### src/rtl/uart_pkg.sv
// Shared definitions for the memory-mapped UART blocks: serialiser state
// encodings, STATUS bit positions and register offsets.
package uart_pkg;

    // Serialiser states
    typedef logic [1:0] uart_state_t;
    localparam uart_state_t S_IDLE  = 2'd0;
    localparam uart_state_t S_START = 2'd1;
    localparam uart_state_t S_DATA  = 2'd2;
    localparam uart_state_t S_STOP  = 2'd3;

    // STATUS register bit positions
    localparam int unsigned ST_FULL      = 0;
    localparam int unsigned ST_EMPTY     = 1;
    localparam int unsigned ST_BUSY      = 2;
    localparam int unsigned ST_OVF       = 3;
    localparam int unsigned ST_COUNT_LSB = 4;

    // Register word offsets from BASE_ADDR
    localparam logic [9:0] OFS_TXDATA = 10'd0;
    localparam logic [9:0] OFS_STATUS = 10'd1;

endpackage

### src/rtl/mmio_uart_tx_if.sv
// CPU data-memory port as seen by a memory-mapped peripheral.
interface mmio_uart_tx_if;

    logic [9:0]  ADDRESS;
    logic [31:0] DATA_IN;
    logic        WRITE_ENABLE;
    logic [31:0] DATA_OUT;

    modport master (
        output ADDRESS,
        output DATA_IN,
        output WRITE_ENABLE,
        input  DATA_OUT
    );

    modport slave (
        input  ADDRESS,
        input  DATA_IN,
        input  WRITE_ENABLE,
        output DATA_OUT
    );

endinterface

### src/rtl/sync_fifo.sv
// Single-clock FIFO with separate occupancy count. A push while full is
// accepted only when a pop happens on the same edge.
module sync_fifo #(
    parameter int unsigned WIDTH = 8,
    parameter int unsigned DEPTH = 4
) (
    input  logic                     clk,
    input  logic                     rst,
    input  logic                     push,
    input  logic                     pop,
    input  logic [WIDTH-1:0]         din,
    output logic [WIDTH-1:0]         dout,
    output logic                     full,
    output logic                     empty,
    output logic [$clog2(DEPTH):0]   count
);

    localparam int unsigned PTR_W = $clog2(DEPTH);
    localparam int unsigned CNT_W = PTR_W + 1;

    logic [WIDTH-1:0] mem [DEPTH];
    logic [PTR_W-1:0] wr_ptr;
    logic [PTR_W-1:0] rd_ptr;
    logic             push_ok;
    logic             pop_ok;

    assign full    = (count == CNT_W'(DEPTH));
    assign empty   = (count == '0);
    assign pop_ok  = pop && !empty;
    // When full, the slot being written is the one being popped this edge
    assign push_ok = push && (!full || pop_ok);
    assign dout    = mem[rd_ptr];

    // Storage array, written on accepted pushes
    always_ff @(posedge clk) begin
        if (push_ok) begin
            mem[wr_ptr] <= din;
        end
    end

    // Pointers wrap naturally (DEPTH is a power of two); count tracks occupancy
    always_ff @(posedge clk) begin
        if (rst) begin
            wr_ptr <= '0;
            rd_ptr <= '0;
            count  <= '0;
        end else begin
            if (push_ok) begin
                wr_ptr <= wr_ptr + PTR_W'(1);
            end
            if (pop_ok) begin
                rd_ptr <= rd_ptr + PTR_W'(1);
            end
            case ({push_ok, pop_ok})
                2'b10:   count <= count + CNT_W'(1);
                2'b01:   count <= count - CNT_W'(1);
                default: count <= count;
            endcase
        end
    end

endmodule

### src/rtl/mmio_uart_tx.sv
// Memory-mapped 8N1 UART transmitter: TXDATA store pushes a byte into a FIFO,
// STATUS read reports full/empty/busy/overflow/count.
module mmio_uart_tx
    import uart_pkg::*;
#(
    parameter logic [9:0]  BASE_ADDR    = 10'h3F0,
    parameter int unsigned CLKS_PER_BIT = 434,
    parameter int unsigned FIFO_DEPTH   = 4
) (
    input  logic              CLK,
    input  logic              RESET,
    mmio_uart_tx_if.slave     bus,
    output logic              TX
);

    localparam int unsigned CNT_W  = $clog2(FIFO_DEPTH) + 1;
    localparam int unsigned BAUD_W = $clog2(CLKS_PER_BIT);

    uart_state_t       state;
    logic [BAUD_W-1:0] baud;
    logic [2:0]        bit_idx;
    logic [7:0]        shift;
    logic              tx_r;
    logic              overflow;

    logic              sel_tx;
    logic              sel_st;
    logic              push;
    logic              pop;
    logic              baud_last;
    logic [7:0]        fifo_dout;
    logic              fifo_full;
    logic              fifo_empty;
    logic [CNT_W-1:0]  fifo_count;
    logic [31:0]       status;
    logic              unused_data_hi;

    assign sel_tx    = (bus.ADDRESS == BASE_ADDR + OFS_TXDATA);
    assign sel_st    = (bus.ADDRESS == BASE_ADDR + OFS_STATUS);
    assign push      = bus.WRITE_ENABLE && sel_tx;
    assign pop       = (state == S_IDLE) && !fifo_empty;
    assign baud_last = (baud == BAUD_W'(CLKS_PER_BIT - 1));
    assign TX        = tx_r;
    assign unused_data_hi = ^bus.DATA_IN[31:8];

    sync_fifo #(
        .WIDTH (8),
        .DEPTH (FIFO_DEPTH)
    ) u_fifo (
        .clk   (CLK),
        .rst   (RESET),
        .push  (push),
        .pop   (pop),
        .din   (bus.DATA_IN[7:0]),
        .dout  (fifo_dout),
        .full  (fifo_full),
        .empty (fifo_empty),
        .count (fifo_count)
    );

    // Sticky overflow: set by a dropped push, cleared by any store to STATUS
    always_ff @(posedge CLK) begin
        if (RESET) begin
            overflow <= 1'b0;
        end else if (push && fifo_full && !pop) begin
            overflow <= 1'b1;
        end else if (bus.WRITE_ENABLE && sel_st) begin
            overflow <= 1'b0;
        end
    end

    // STATUS layout and read mux; zero outside STATUS so the top level can OR with RAM
    always_comb begin
        status                             = '0;
        status[ST_FULL]                    = fifo_full;
        status[ST_EMPTY]                   = fifo_empty;
        status[ST_BUSY]                    = (state != S_IDLE);
        status[ST_OVF]                     = overflow;
        status[ST_COUNT_LSB +: CNT_W]      = fifo_count;
        bus.DATA_OUT                       = sel_st ? status : '0;
    end

    // Serialiser: start bit, 8 data bits LSB first, stop bit, each CLKS_PER_BIT long
    always_ff @(posedge CLK) begin
        if (RESET) begin
            state   <= S_IDLE;
            baud    <= '0;
            bit_idx <= '0;
            shift   <= '0;
            tx_r    <= 1'b1;
        end else begin
            case (state)
                S_IDLE: begin
                    if (!fifo_empty) begin
                        shift <= fifo_dout;
                        tx_r  <= 1'b0;
                        baud  <= '0;
                        state <= S_START;
                    end
                end
                S_START: begin
                    if (baud_last) begin
                        baud    <= '0;
                        bit_idx <= '0;
                        tx_r    <= shift[0];
                        state   <= S_DATA;
                    end else begin
                        baud <= baud + BAUD_W'(1);
                    end
                end
                S_DATA: begin
                    if (baud_last) begin
                        baud <= '0;
                        if (bit_idx == 3'd7) begin
                            tx_r  <= 1'b1;
                            state <= S_STOP;
                        end else begin
                            bit_idx <= bit_idx + 3'd1;
                            tx_r    <= shift[1];
                            shift   <= {1'b0, shift[7:1]};
                        end
                    end else begin
                        baud <= baud + BAUD_W'(1);
                    end
                end
                S_STOP: begin
                    if (baud_last) begin
                        baud  <= '0;
                        state <= S_IDLE;
                    end else begin
                        baud <= baud + BAUD_W'(1);
                    end
                end
                default: state <= S_IDLE;
            endcase
        end
    end

endmodule

### src/flat_wrapper.sv
// flat-port wrapper written by rule: the top's interface ports become plain ports
module mmio_uart_tx_flat import uart_pkg::*;
#(
    parameter logic [9:0]  BASE_ADDR    = 10'h3F0,
    parameter int unsigned CLKS_PER_BIT = 434,
    parameter int unsigned FIFO_DEPTH   = 4
)
  (CLK, RESET, TX, bus_ADDRESS, bus_DATA_IN, bus_WRITE_ENABLE, bus_DATA_OUT);
  mmio_uart_tx_if bus_i ();
  input  logic CLK;
  input  logic RESET;
  output logic TX;
  input wire logic [$bits(bus_i.ADDRESS)-1:0] bus_ADDRESS;
  input wire logic [$bits(bus_i.DATA_IN)-1:0] bus_DATA_IN;
  input wire logic [$bits(bus_i.WRITE_ENABLE)-1:0] bus_WRITE_ENABLE;
  output wire logic [$bits(bus_i.DATA_OUT)-1:0] bus_DATA_OUT;
  assign bus_i.ADDRESS = bus_ADDRESS;
  assign bus_i.DATA_IN = bus_DATA_IN;
  assign bus_i.WRITE_ENABLE = bus_WRITE_ENABLE;
  assign bus_DATA_OUT = bus_i.DATA_OUT;
  mmio_uart_tx #(.BASE_ADDR(BASE_ADDR), .CLKS_PER_BIT(CLKS_PER_BIT), .FIFO_DEPTH(FIFO_DEPTH)) u_core (.CLK(CLK), .RESET(RESET), .bus(bus_i), .TX(TX));
endmodule
### config.mk
export PLATFORM = sky130hd
export DESIGN_NAME = mmio_uart_tx_flat
export DESIGN_NICKNAME = d
export VERILOG_FILES = /design/src/rtl/uart_pkg.sv /design/src/rtl/mmio_uart_tx_if.sv /design/src/rtl/sync_fifo.sv /design/src/rtl/mmio_uart_tx.sv /design/src/flat_wrapper.sv
export SDC_FILE = /design/constraint.sdc
export NUM_CORES = 1
export LEC_CHECK = 0
export CELL_PAD_IN_SITES_DETAIL_PLACEMENT = 1
export CELL_PAD_IN_SITES_GLOBAL_PLACEMENT = 1
export CORE_MARGIN = 8
export CORE_UTILIZATION = 30
export DETAILED_ROUTE_END_ITERATION = 8
export PLACE_DENSITY_LB_ADDON = 0.15
export SLEW_MARGIN = 0
export SYNTH_ARGS = -nofsm -noshare
export SYNTH_HDL_FRONTEND = slang
export SYNTH_HIERARCHICAL = 1
export SYNTH_SLANG_ARGS = --single-unit
### constraint.sdc
create_clock -name CLK -period 4.05 [get_ports CLK]
set_input_delay 1.0125 -clock CLK [delete_from_list [all_inputs] [get_ports CLK]]
set_output_delay 1.0125 -clock CLK [all_outputs]
set_load 0.01 [all_outputs]
==> metrics.md <==
| Metric | Value |
|---|---|
| Antenna cell count | 0 |
| Worst Setup Path Type | primary input to output pin |
| Routed wire per std cell | 14.9 um |
| Final Max Tran Viols | 0 |
| Hold Crit Start | u_core/bit_idx[2]$_SDFFE_PP0P_ |
| Cells after DPL | ~460 |
| First-pass GRT wire length | roughly 12000 um |
| Reg2Reg Setup Slack | 1270 ps |
| PwrDens | roughly 440 nW/um^2 |
| Yosys top cell by area | edfxtp_1 |
| Remaining DRCs | 0 |
| Core box area | 10800 um^2 |
| Hold_buf cts | 0 |
| Seq/Total Area, Yosys | between 40% and 50% |
| Post-route insts no fill | roughly 470 |
| WL final | 7050 um |
| Post-synth EDFFs | 32 |
| Ports | between 70 and 80 |
| Final period util | about 93% |
| CP endpoint kind | output pin |
| Worst hold path type | flip-flop to flip-flop |
| Num CTS Buffers | 9 |
| Switching part of the total | a little under a third |
| Combinational share of power | a little under 20% |
| Largest net degree at the start of global routing | 24 |
| CTS tree | done |
| Tmin final | approximately 3800 ps |
| Setup TNS | 0 ps |
| Synth Cell Area | 3320 um^2 |
| Final Core Density | between 30% and 40% |
| Synth Area in Adders | roughly 6.3% |
| Setup ws final | roughly 270 ps |
| CP dominant cell by count | clkdlybuf4s50_1 |
| Synth Register Bits | 65 |
| Hold Vio Cnt, Final | 0 |
| I/O Buffers | 28 |
| CP max stage delay | 550 ps |
| Area of the multi-input gates | about 1500 um^2 |
| DR vias | approximately 2200 |
| Synth area leaders | edfxtp_1 (29%), dfxtp_1 (20%), buf_4 (5.6%) |
| Die span in y | 121 um |
| XOR/XNOR Fraction of Synth Area | 1.05% |
| Startpoint types | primary input |
| Num rows | 38 |
| Layout cells sized above 1 | approximately 15% |
| Vias in the first global route | between 2000 and 2500 |
| Maximum root-to-sink buffer count | 2 |
| Net Switching | 0.521 mW |
| Mux contribution to synthesized area | 8.89% |
| Rel. slew slack | about a third |
| Initial Util | between 30 and 40% |
| Simple-Gate Fraction of Synth Area | roughly 16% |
| Finished Cell Area | between 3000 and 4000 um^2 |
| Leakage power | about 1.4 nW |
| Post-synth ARST share | 0% |
| Critical Path RT | 3040 ps |
| CP Max Fanout | 10 |
| Fill cell count | between 1000 and 1500 |
| WP data arrival | about 2800 ps |
| Clk pwr share | ~35% |
| Worst ir drop on vdd | roughly 220 uV |
| Placer Congestion | 0.699 |
| Part of the power in registers | a little under half |
| Worst path cell trace | clkdlybuf4s50_1, or3_1, nor3_2, buf_4, and3_1, clkdlybuf4s50_1 |
| Nets | 390 |
| Synthesized netlist cell count | between 200 and 300 |
| R2R Path End | u_core/u_fifo/count[2]$_SDFFE_PP0P_ |
| Hold worst-path end | u_core/bit_idx[2]$_SDFFE_PP0P_ |
| WHS Path Cells | 2 |
| Post-synth top cells | dfxtp_1 (33), edfxtp_1 (32), nand2_1 (26) |
| Status | completed |
| Post-synthesis area per instance | roughly 11 um^2 |
| Die W | between 100 and 150 um |
| Gr ovfl total | 0 |
| Reg2Reg Depth | 14 |
| Tot Pwr | 1.69 mW |
| DR pass1 iterations | 4 |
| Antenna violations before repair | 0 |
| Share of the synthesized area in the top cell type | between 20 and 30% |
| Seq. cell area | 1620 um^2 |
| Layout area overhead | 16.8% |
| Compound-gate portion of the synthesized area | about a tenth |
| Int Power | around 1.2 mW |
| Yosys cell types | 57 |
| H-Tree Depth | 3 |
| Critical-path cell with the highest stage delay | clkdlybuf4s50_1 |
| Clock slew at reported path FFs | around 70 ps |
| Clock Sinks | 65 |
| CTS Root Cell | clkbuf_8 |
| Post-synth top flop | dfxtp_1 |
| Post-detail-place hpwl | 4960 um |
| Die area | ~15000 um^2 |
| Count leader, synth | dfxtp_1 |
| Postcts setup bufs | 0 |
| Slew @ Worst Pin | about 1000 ps |
| Post-detailed-route via-to-cell ratio | between 4 and 5 |
| Pre-CTS setup slack | between 200 and 250 ps |
| Post-route ant nets | 0 |
| Tot GR Track Use | between 10 and 15% |
| Clock Skews | approximately 10 ps |
| RSZ-0062 raised after global routing | false |
| Post-CTS sizing | 0 |
| Ys Warns | 6 |
| Largest family of logic cells by synthesized area | simple AND/OR/NAND/NOR gates |
| Setup violations, final | 0 |
| Maxcap violations | 0 |
| DRT iter0 DRCs | a little under 80 |
| Reg2reg start | u_core/state[1]$_SDFFE_PP0P_ |
| Fmax | approximately 260 MHz |
| Hold slack final | 465 ps |
| Dpl cell area | approximately 3700 um^2 |
| Worst skew pair latency | ~340 ps |
==> critical path: cells and delay by family <==
kind	cells	cell delay, ps
buffers and inverters	3	1120
AND/OR/NAND/NOR	3	650
==> worst max-delay path by stage <==
stage              startpoint                                   to  slack, ps  depth (start not counted)
2_1_floorplan  bus_ADDRESS[1]  u_core/u_fifo/count[2]$_SDFFE_PP0P_        790                         12
3_3_place_gp   bus_ADDRESS[1]                      bus_DATA_OUT[3]        260                          6
3_5_place_dp   bus_ADDRESS[1]                      bus_DATA_OUT[2]        240                          7
4_1_cts        bus_ADDRESS[1]                      bus_DATA_OUT[3]        250                          6
5_1_grt        bus_ADDRESS[1]                      bus_DATA_OUT[2]        160                          7
6_report       bus_ADDRESS[1]                      bus_DATA_OUT[3]        270                          6
==> placed cells by master (no fill, tap or decap), types with 8 or more instances in the layout <==
cell              n
edfxtp_1         32
nand2_1          26
o21ai_0           8
a21oi_1          17
mux2i_1          10
buf_4             8
a311oi_1          8
nor2_1           20
inv_1            12
clkdlybuf4s50_1  28
conb_1           25
mux4_2            8
clkbuf_8          9
and3_1            9
dfxtp_1          33
ha_1             15
==> power by group through the flow <==
stage / Sequential [mW] / Combinational [mW] / Clock, mW
final: 0.779 / 0.328 / 0.583
after global routing: 0.786 / 0.374 / 0.635
after CTS: 0.780 / 0.333 / 0.609
after detailed placement: 0.795 / 0.332 / 0
after global placement: 0.794 / 0.326 / 0
after floorplan: 0.788 / 0.248 / 0
==> flip-flops by register name, summed over array words and instances, names as in the netlist, named ones only <==
signal	cells
u_core/TX	1
u_core/baud	9
u_core/bit_idx	3
u_core/overflow	1
u_core/shift	8
u_core/state	2
u_core/u_fifo/count	3
u_core/u_fifo/mem	32
u_core/u_fifo/rd_ptr	2
u_core/u_fifo/wr_ptr	2
==> metal layers <==
metal | GRT usage [%] | vias up | share of wire, %
met4 | 3.08 | 0 | 0.62
met3 | 3.21 | 4 | 4.3
met2 | 16.4 | 36 | 48
met1 | 12.7 | 1069 | 47
li1 | - | 1086 | -
met5 | 0 | - | 0
==> logic make-up (layout without fill, tap and decap cells) <==
family,Yosys count,in the layout
DFF,65,65
buffers and inverters,48,64
other,1,25
xor gates and xnor gates,4,4
muxes,19,19
and+or+nand+nor,93,93
AOI/OAI and AO/OA,48,48
adders and majority gates,16,16
==> layout make-up <==
| cell class | count | area share [%] |
|---|---|---|
| Multi-Input combinational cell | 205 | 38.5 |
| Clock buffer | 9 | 3.19 |
| Tap cell | 140 | 4.51 |
| Clock inverter | 7 | 2.09 |
| Sequential cell | 65 | 41.8 |
| Inverter | 12 | 1.16 |
| Timing Repair Buffer | 36 | 8.77 |
Power figures use the tool's default switching activity.
